## config.mk

```make
export PLATFORM = sky130hd
export DESIGN_NAME = board_tx_flat
export DESIGN_NICKNAME = d
export VERILOG_FILES = /design/src/rtl/board_tx_if.sv /design/src/rtl/board_tx.sv /design/src/flat_wrapper.sv
export SDC_FILE = /design/constraint.sdc
export NUM_CORES = 1
export LEC_CHECK = 0
export CORE_MARGIN = 1.5
export CORE_UTILIZATION = 51
export DETAILED_ROUTE_END_ITERATION = 16
export HOLD_SLACK_MARGIN = 0.02
export PLACE_DENSITY_LB_ADDON = 0.05
export SLEW_MARGIN = 20
export SYNTH_ARGS = -nofsm -noshare
export SYNTH_HDL_FRONTEND = slang
export SYNTH_SLANG_ARGS = --single-unit
```

## constraint.sdc

```tcl
create_clock -name clk -period 2.1 [get_ports clk]
set_clock_uncertainty 0.15 [all_clocks]
set_input_delay 0.21 -clock clk [delete_from_list [all_inputs] [get_ports clk]]
set_output_delay 0.21 -clock clk [all_outputs]
set_load 0.02 [all_outputs]
```

## src/rtl/board_tx_if.sv

```systemverilog
// Board read port plus outgoing byte stream. The master side is the serializer;
// the slave side is the board read port and the UART transmitter.
interface board_tx_if;
  logic [5:0] cell_xy;
  logic [1:0] cell_code;
  logic [7:0] tx_data;
  logic       tx_valid;
  logic       tx_ready;

  modport master (output cell_xy, tx_data, tx_valid, input cell_code, tx_ready);
  modport slave  (input cell_xy, tx_data, tx_valid, output cell_code, tx_ready);
endinterface

```

## src/rtl/board_tx.sv

```systemverilog
// Streams an 8x8 board as a 19-byte frame (header, 16 payload, count, checksum), 116 cycles
// per frame at READ_LAT=2 with tx_ready high; tx_data/tx_valid hold while tx_ready is low.
module board_tx #(
  parameter logic [7:0] HEADER   = 8'hA5,
  parameter int         READ_LAT = 2
) (
  input  logic              clk,
  input  logic              rst,
  input  logic              send_req,
  board_tx_if.master        bus,
  output logic              busy,
  output logic              frame_done,
  output logic [6:0]        intact_cnt,
  output logic              fleet_sunk
);

  typedef enum logic [2:0] {IDLE, HDR, SCAN, PAY, CNT, CHK, DONE} state_t;

  // Scan-cycle counter: captures land READ_LAT edges after each address update.
  localparam logic [3:0] CAP_FIRST = 4'(READ_LAT - 1);
  localparam logic [3:0] CAP_LAST  = 4'(READ_LAT + 2);
  localparam logic [3:0] SCAN_END  = 4'(READ_LAT + 3);

  state_t     state, state_nxt;
  logic [3:0] sc;
  logic [7:0] pay;
  logic [7:0] chk;
  logic [6:0] acc;
  logic [1:0] lane;
  logic       accept;
  logic       last_byte;

  assign accept    = bus.tx_valid && bus.tx_ready;
  assign lane      = 2'(sc - CAP_FIRST);
  assign last_byte = (bus.cell_xy[5:2] == 4'd15);

  always_ff @(posedge clk or posedge rst) begin
    if (rst) state <= IDLE;
    else     state <= state_nxt;
  end

  always_comb begin
    state_nxt = state;
    case (state)
      IDLE:    if (send_req) state_nxt = HDR;
      HDR:     if (accept) state_nxt = SCAN;
      SCAN:    if (sc == SCAN_END) state_nxt = PAY;
      PAY:     if (accept) state_nxt = last_byte ? CNT : SCAN;
      CNT:     if (accept) state_nxt = CHK;
      CHK:     if (accept) state_nxt = DONE;
      DONE:    state_nxt = IDLE;
      default: state_nxt = IDLE;
    endcase
  end

  always_comb begin
    bus.tx_valid = 1'b0;
    busy         = 1'b1;
    frame_done   = 1'b0;
    case (state)
      IDLE:                busy = 1'b0;
      HDR, PAY, CNT, CHK:  bus.tx_valid = 1'b1;
      DONE:                frame_done = 1'b1;
      default:             ;
    endcase
  end

  always_ff @(posedge clk or posedge rst) begin
    if (rst) begin
      bus.cell_xy <= '0;
      bus.tx_data <= '0;
      sc          <= '0;
      pay         <= '0;
      chk         <= '0;
      acc         <= '0;
      intact_cnt  <= '0;
      fleet_sunk  <= 1'b0;
    end else begin
      case (state)
        IDLE: begin
          if (send_req) begin
            bus.cell_xy <= '0;
            bus.tx_data <= HEADER;
            acc         <= '0;
            chk         <= '0;
          end
        end
        HDR: sc <= '0;
        SCAN: begin
          sc <= sc + 4'd1;
          if (sc < 4'd3) bus.cell_xy <= bus.cell_xy + 6'd1;
          if (sc >= CAP_FIRST && sc <= CAP_LAST) begin
            pay[{lane, 1'b0} +: 2] <= bus.cell_code;
            if (bus.cell_code == 2'b01) acc <= acc + 7'd1;
          end
          if (sc == SCAN_END) bus.tx_data <= pay;
        end
        PAY: begin
          sc <= '0;
          if (accept) begin
            chk <= chk ^ bus.tx_data;
            // Address stays on cell 63 after the last byte; otherwise step to the next group.
            if (last_byte) bus.tx_data <= {1'b0, acc};
            else           bus.cell_xy <= bus.cell_xy + 6'd1;
          end
        end
        CNT: begin
          if (accept) begin
            chk         <= chk ^ bus.tx_data;
            bus.tx_data <= chk ^ bus.tx_data;
          end
        end
        CHK: begin
          if (accept) begin
            intact_cnt <= acc;
            fleet_sunk <= (acc == 7'd0);
          end
        end
        default: ;
      endcase
    end
  end

endmodule

```

## src/flat_wrapper.sv

```systemverilog
// flat-port wrapper written by rule: the top's interface ports become plain ports
module board_tx_flat 
#(
  parameter logic [7:0] HEADER   = 8'hA5,
  parameter int         READ_LAT = 2
)
  (clk, rst, send_req, busy, frame_done, intact_cnt, fleet_sunk, bus_cell_xy, bus_tx_data, bus_tx_valid, bus_cell_code, bus_tx_ready);
  board_tx_if bus_i ();
  input  logic clk;
  input  logic rst;
  input  logic send_req;
  output logic busy;
  output logic frame_done;
  output logic [6:0] intact_cnt;
  output logic fleet_sunk;
  output wire logic [$bits(bus_i.cell_xy)-1:0] bus_cell_xy;
  output wire logic [$bits(bus_i.tx_data)-1:0] bus_tx_data;
  output wire logic [$bits(bus_i.tx_valid)-1:0] bus_tx_valid;
  input wire logic [$bits(bus_i.cell_code)-1:0] bus_cell_code;
  input wire logic [$bits(bus_i.tx_ready)-1:0] bus_tx_ready;
  assign bus_cell_xy = bus_i.cell_xy;
  assign bus_tx_data = bus_i.tx_data;
  assign bus_tx_valid = bus_i.tx_valid;
  assign bus_i.cell_code = bus_cell_code;
  assign bus_i.tx_ready = bus_tx_ready;
  board_tx #(.HEADER(HEADER), .READ_LAT(READ_LAT)) u_core (.clk(clk), .rst(rst), .send_req(send_req), .bus(bus_i), .busy(busy), .frame_done(frame_done), .intact_cnt(intact_cnt), .fleet_sunk(fleet_sunk));
endmodule
```

==> flow_summary.json <==
{
  "largest_net_degree_at_the_start_of_global_routing": 28,
  "placementRows": 27,
  "layout.cell_area.non_filler_um2": 3859,
  "drc": 0,
  "initial_core_util_pct": 54.09,
  "r2r_end": "u_core.acc[3]$_DFFE_PP0P_",
  "grt_antenna_before_repair": 0,
  "floorplan.die_area_um2": 6457,
  "final_hold_viol_count": 0,
  "slew_at_the_pin_with_the_worst_max_slew_slack_ps": 578.6,
  "postSynthCellCount": 318,
  "holdBufCountCts": 0,
  "ff2ff_setup_slack_ps": 30,
  "port_buffers": 30,
  "worstSkewPairLatency_ps": 310,
  "cts_tree": "yes",
  "power.total_mw": 4.775,
  "timing.final.crit_share_pct": 98.51,
  "post-dp-hpwl_um": 5579,
  "yosysWarningCount": 0,
  "mostFrequentLayoutCell": "dfrtp_1",
  "drtPass1Iterations": 4,
  "syn_avg_cell_area_um2": 9.596,
  "path_max_fanout": 5,
  "insertedDiodeCount": 0,
  "ys.flop_type": "dfrtp_1",
  "aggregate_global_route_resource_usage_pct": 25.65,
  "detailed_route_wire_length_um": 7616,
  "endpoint_kind": "flop",
  "flow.area_growth_from_synthesis_pct": 26.45,
  "cts_made_buffers": 5,
  "synth.ff_latch_count": 52,
  "cts.htree.levels": 2,
  "worst-r2r-cell-count": 6,
  "rsz0062_at_grt": "yes",
  "achievable_freq_ghz": 0.4834,
  "placedInstanceArea_um2": 3664,
  "fp.coreArea_um2": 5642,
  "detail_route.wl_per_cell_um": 16.89,
  "syn-num-nets": 333,
  "synthArstFlopShare_pct": 100.0,
  "footprint_of_the_flip_flops_and_latches_um2": 1306,
  "grt_remaining_overflow": 0,
  "worst_ep_required_time_ps": 2200,
  "maximum_single_stage_delay_on_the_critical_path_ps": 530,
  "cp-startpoint": "u_core.sc[0]$_DFFE_PP0P_",
  "floorplan.die.height_um": 80.36,
  "top_library_cells_by_usage_in_the_layout_fill_and_taps_aside": "dfrtp_1, buf_4, nand2_1",
  "vias_per_cell": 5.840,
  "die_width_um": 80.36,
  "boundaryPins": 31,
  "finish.utilization_pct": 68.40,
  "final_layout_size_suffix_gt1_share_pct": 25.86,
  "layout.filler_cells": 447,
  "global_route_wire_length_before_repair_um": 12500,
  "route.vias.total": 2634,
  "slew_viol_final": 0,
  "clock-root-buffer": "clkbuf_8",
  "detailedRoute.firstIterationViolations": 192,
  "timing.critical_path.from_type": "flop",
  "power.ir.vdd_worst_mv": 0.7300,
  "leakage_nw": 1.733,
  "crit_chain": "inv_4 > ha_2 > nor2b_2 > or3_4 > or4_4 > a21oi_2",
  "cts_buffer_depth": 2,
  "cp.arrival_ps": 2160,
  "netlist-cell-type-count": 53,
  "synth.yosys.seq_area_share_pct": 42.64,
  "fin_hold_ws_ps": 119.8,
  "fin_crit_period_ps": 2069,
  "status": "completed",
  "synth_edf_count": 0,
  "reg2reg_from": "u_core.sc[0]$_DFFE_PP0P_",
  "number_of_global_route_vias_before_repair": 2589,
  "mapped_cell_area_um2": 3052,
  "min_delay_path_class": "primary input to async pin",
  "max_cap_violations": 0,
  "master_of_the_slowest_instance_on_the_critical_path": "or4_4",
  "antenna_left": 0,
  "power_density_nw_per_um2": 1237,
  "gp_routability_congestion": 0.8853,
  "setup_viol": 0,
  "path_class": "flop to flop",
  "clk_transition_reported_paths_ps": 90,
  "slew_headroom_pct": 61.37,
  "cts.sink_count": 52,
  "area_of_combinational_cells_with_multiple_inputs_um2": 1672,
  "fin_nets": 393
}
## metal layers
metal	up-vias	routed length (µm)	track usage [%]	part of all wire, %
met3	12	324	4.773	4.3
met5	-	0	0	0
met4	0	119	8.103	1.6
met2	68	3685	42.27	48
met1	1266	3486	34.01	46
li1	1288	-	-	-
## cell families after synthesis
family | count (synthesis) | synth area share [%]
AND/OR/NAND/NOR | 119 | 22.51
AO/OA/AOI/OAI | 77 | 16.89
flip-flops | 52 | 42.64
buffers and inverters | 35 | 5.166
multiplexers | 26 | 9.102
adder cells (fa/ha/maj) | 9 | 3.690
## layout make-up
| type | count | share of cell area [%] |
|---|---|---|
| multi-input combinational | 231 | 43.32 |
| sequential | 52 | 33.85 |
| inverter | 17 | 1.719 |
| clock inverter | 2 | 0.9079 |
| clock buffer | 6 | 1.881 |
| tap | 72 | 2.335 |
| timing repair buffer | 71 | 15.99 |
## cell usage after synthesis, types with 2 or more instances
master / instances / area share, %
or3_1: 4 / 0.82
inv_1: 17 / 2.1
o21ai_1: 2 / 0.33
or2_1: 2 / 0.41
dfrtp_1: 52 / 43
nor4_1: 3 / 0.62
nor3_1: 10 / 1.6
o211ai_1: 4 / 0.98
nand3_1: 7 / 1.1
mux2i_1: 12 / 3.9
nor2b_1: 4 / 0.82
buf_6: 2 / 0.74
nor3b_2: 2 / 0.82
buf_2: 6 / 0.98
mux2_2: 14 / 5.2
o22ai_1: 10 / 2.1
nor4b_1: 4 / 1.1
nand3b_1: 3 / 0.74
clkbuf_1: 9 / 1.1
o32a_1: 4 / 1.3
o32ai_1: 2 / 0.57
nand2b_1: 3 / 0.62
ha_1: 9 / 3.7
o31ai_1: 12 / 3.0
and4_1: 4 / 1.1
nand2_1: 30 / 3.7
o21ai_0: 15 / 2.5
or4_1: 4 / 0.98
and2_1: 4 / 0.82
a21oi_1: 15 / 2.5
o22a_1: 3 / 0.86
nor2_1: 20 / 2.5
a21o_1: 2 / 0.49
and3_1: 2 / 0.41
or2_2: 4 / 0.82
## repair_timing
item / in CTS / in global routing
buffers inserted: 1 / 1
gates resized for setup: 5 / 25
endpoints found under the setup margin: 5 / 33
pin swaps: 1 / 4
endpoints found under the hold margin: 0 / 0
## worst max-delay path: cells and delay by family, from the launching register on
| family | cells | cell delay [ps] |
|---|---|---|
| simple gates | 3 | 1010 |
| flops | 1 | 450 |
| fa+ha+maj | 1 | 180 |
| compound gates | 1 | 120 |
| buf+inv | 1 | 90 |
## how the worst max path moves through the flow
stage | cells after the start | endpoint | slack [ps]
2_1_floorplan | 6 | u_core.acc[3]$_DFFE_PP0P_ | 30
3_3_place_gp | 6 | u_core.chk[7]$_DFFE_PP0P_ | -80
3_5_place_dp | 7 | u_core.acc[5]$_DFFE_PP0P_ | -130
4_1_cts | 3 | busy | 2
5_1_grt | 6 | u_core.acc[3]$_DFFE_PP0P_ | -40
6_report | 6 | u_core.acc[3]$_DFFE_PP0P_ | 30
## sequential cells by signal, indices dropped and copies added, names as in the netlist
register	flops
u_core.acc	7
u_core.bus.cell_xy	6
u_core.bus.tx_data	8
u_core.chk	8
u_core.fleet_sunk	1
u_core.intact_cnt	7
u_core.pay	8
u_core.sc	4
u_core.state	3
## metrics by stage
stage / std cells / setup TNS (ps) / worst slack [ps]
finish: 451 / 0 / 31.32
global route: 451 / -74.76 / -40.79
CTS: 450 / 0 / 2.021
detailed placement: 441 / -516.6 / -127.8
global placement: 441 / -1110 / -82.52
floorplan: 318 / 0 / 26.72
## report_power, final
group | internal, mW | switching (mW) | total (mW)
clock network | 0.354 | 0.335 | 0.689
registers | 1.27 | 0.288 | 1.55
logic | 1.19 | 1.34 | 2.53
total | 2.81 | 1.96 | 4.77
No activity file was read; power rests on OpenSTA's default activity.
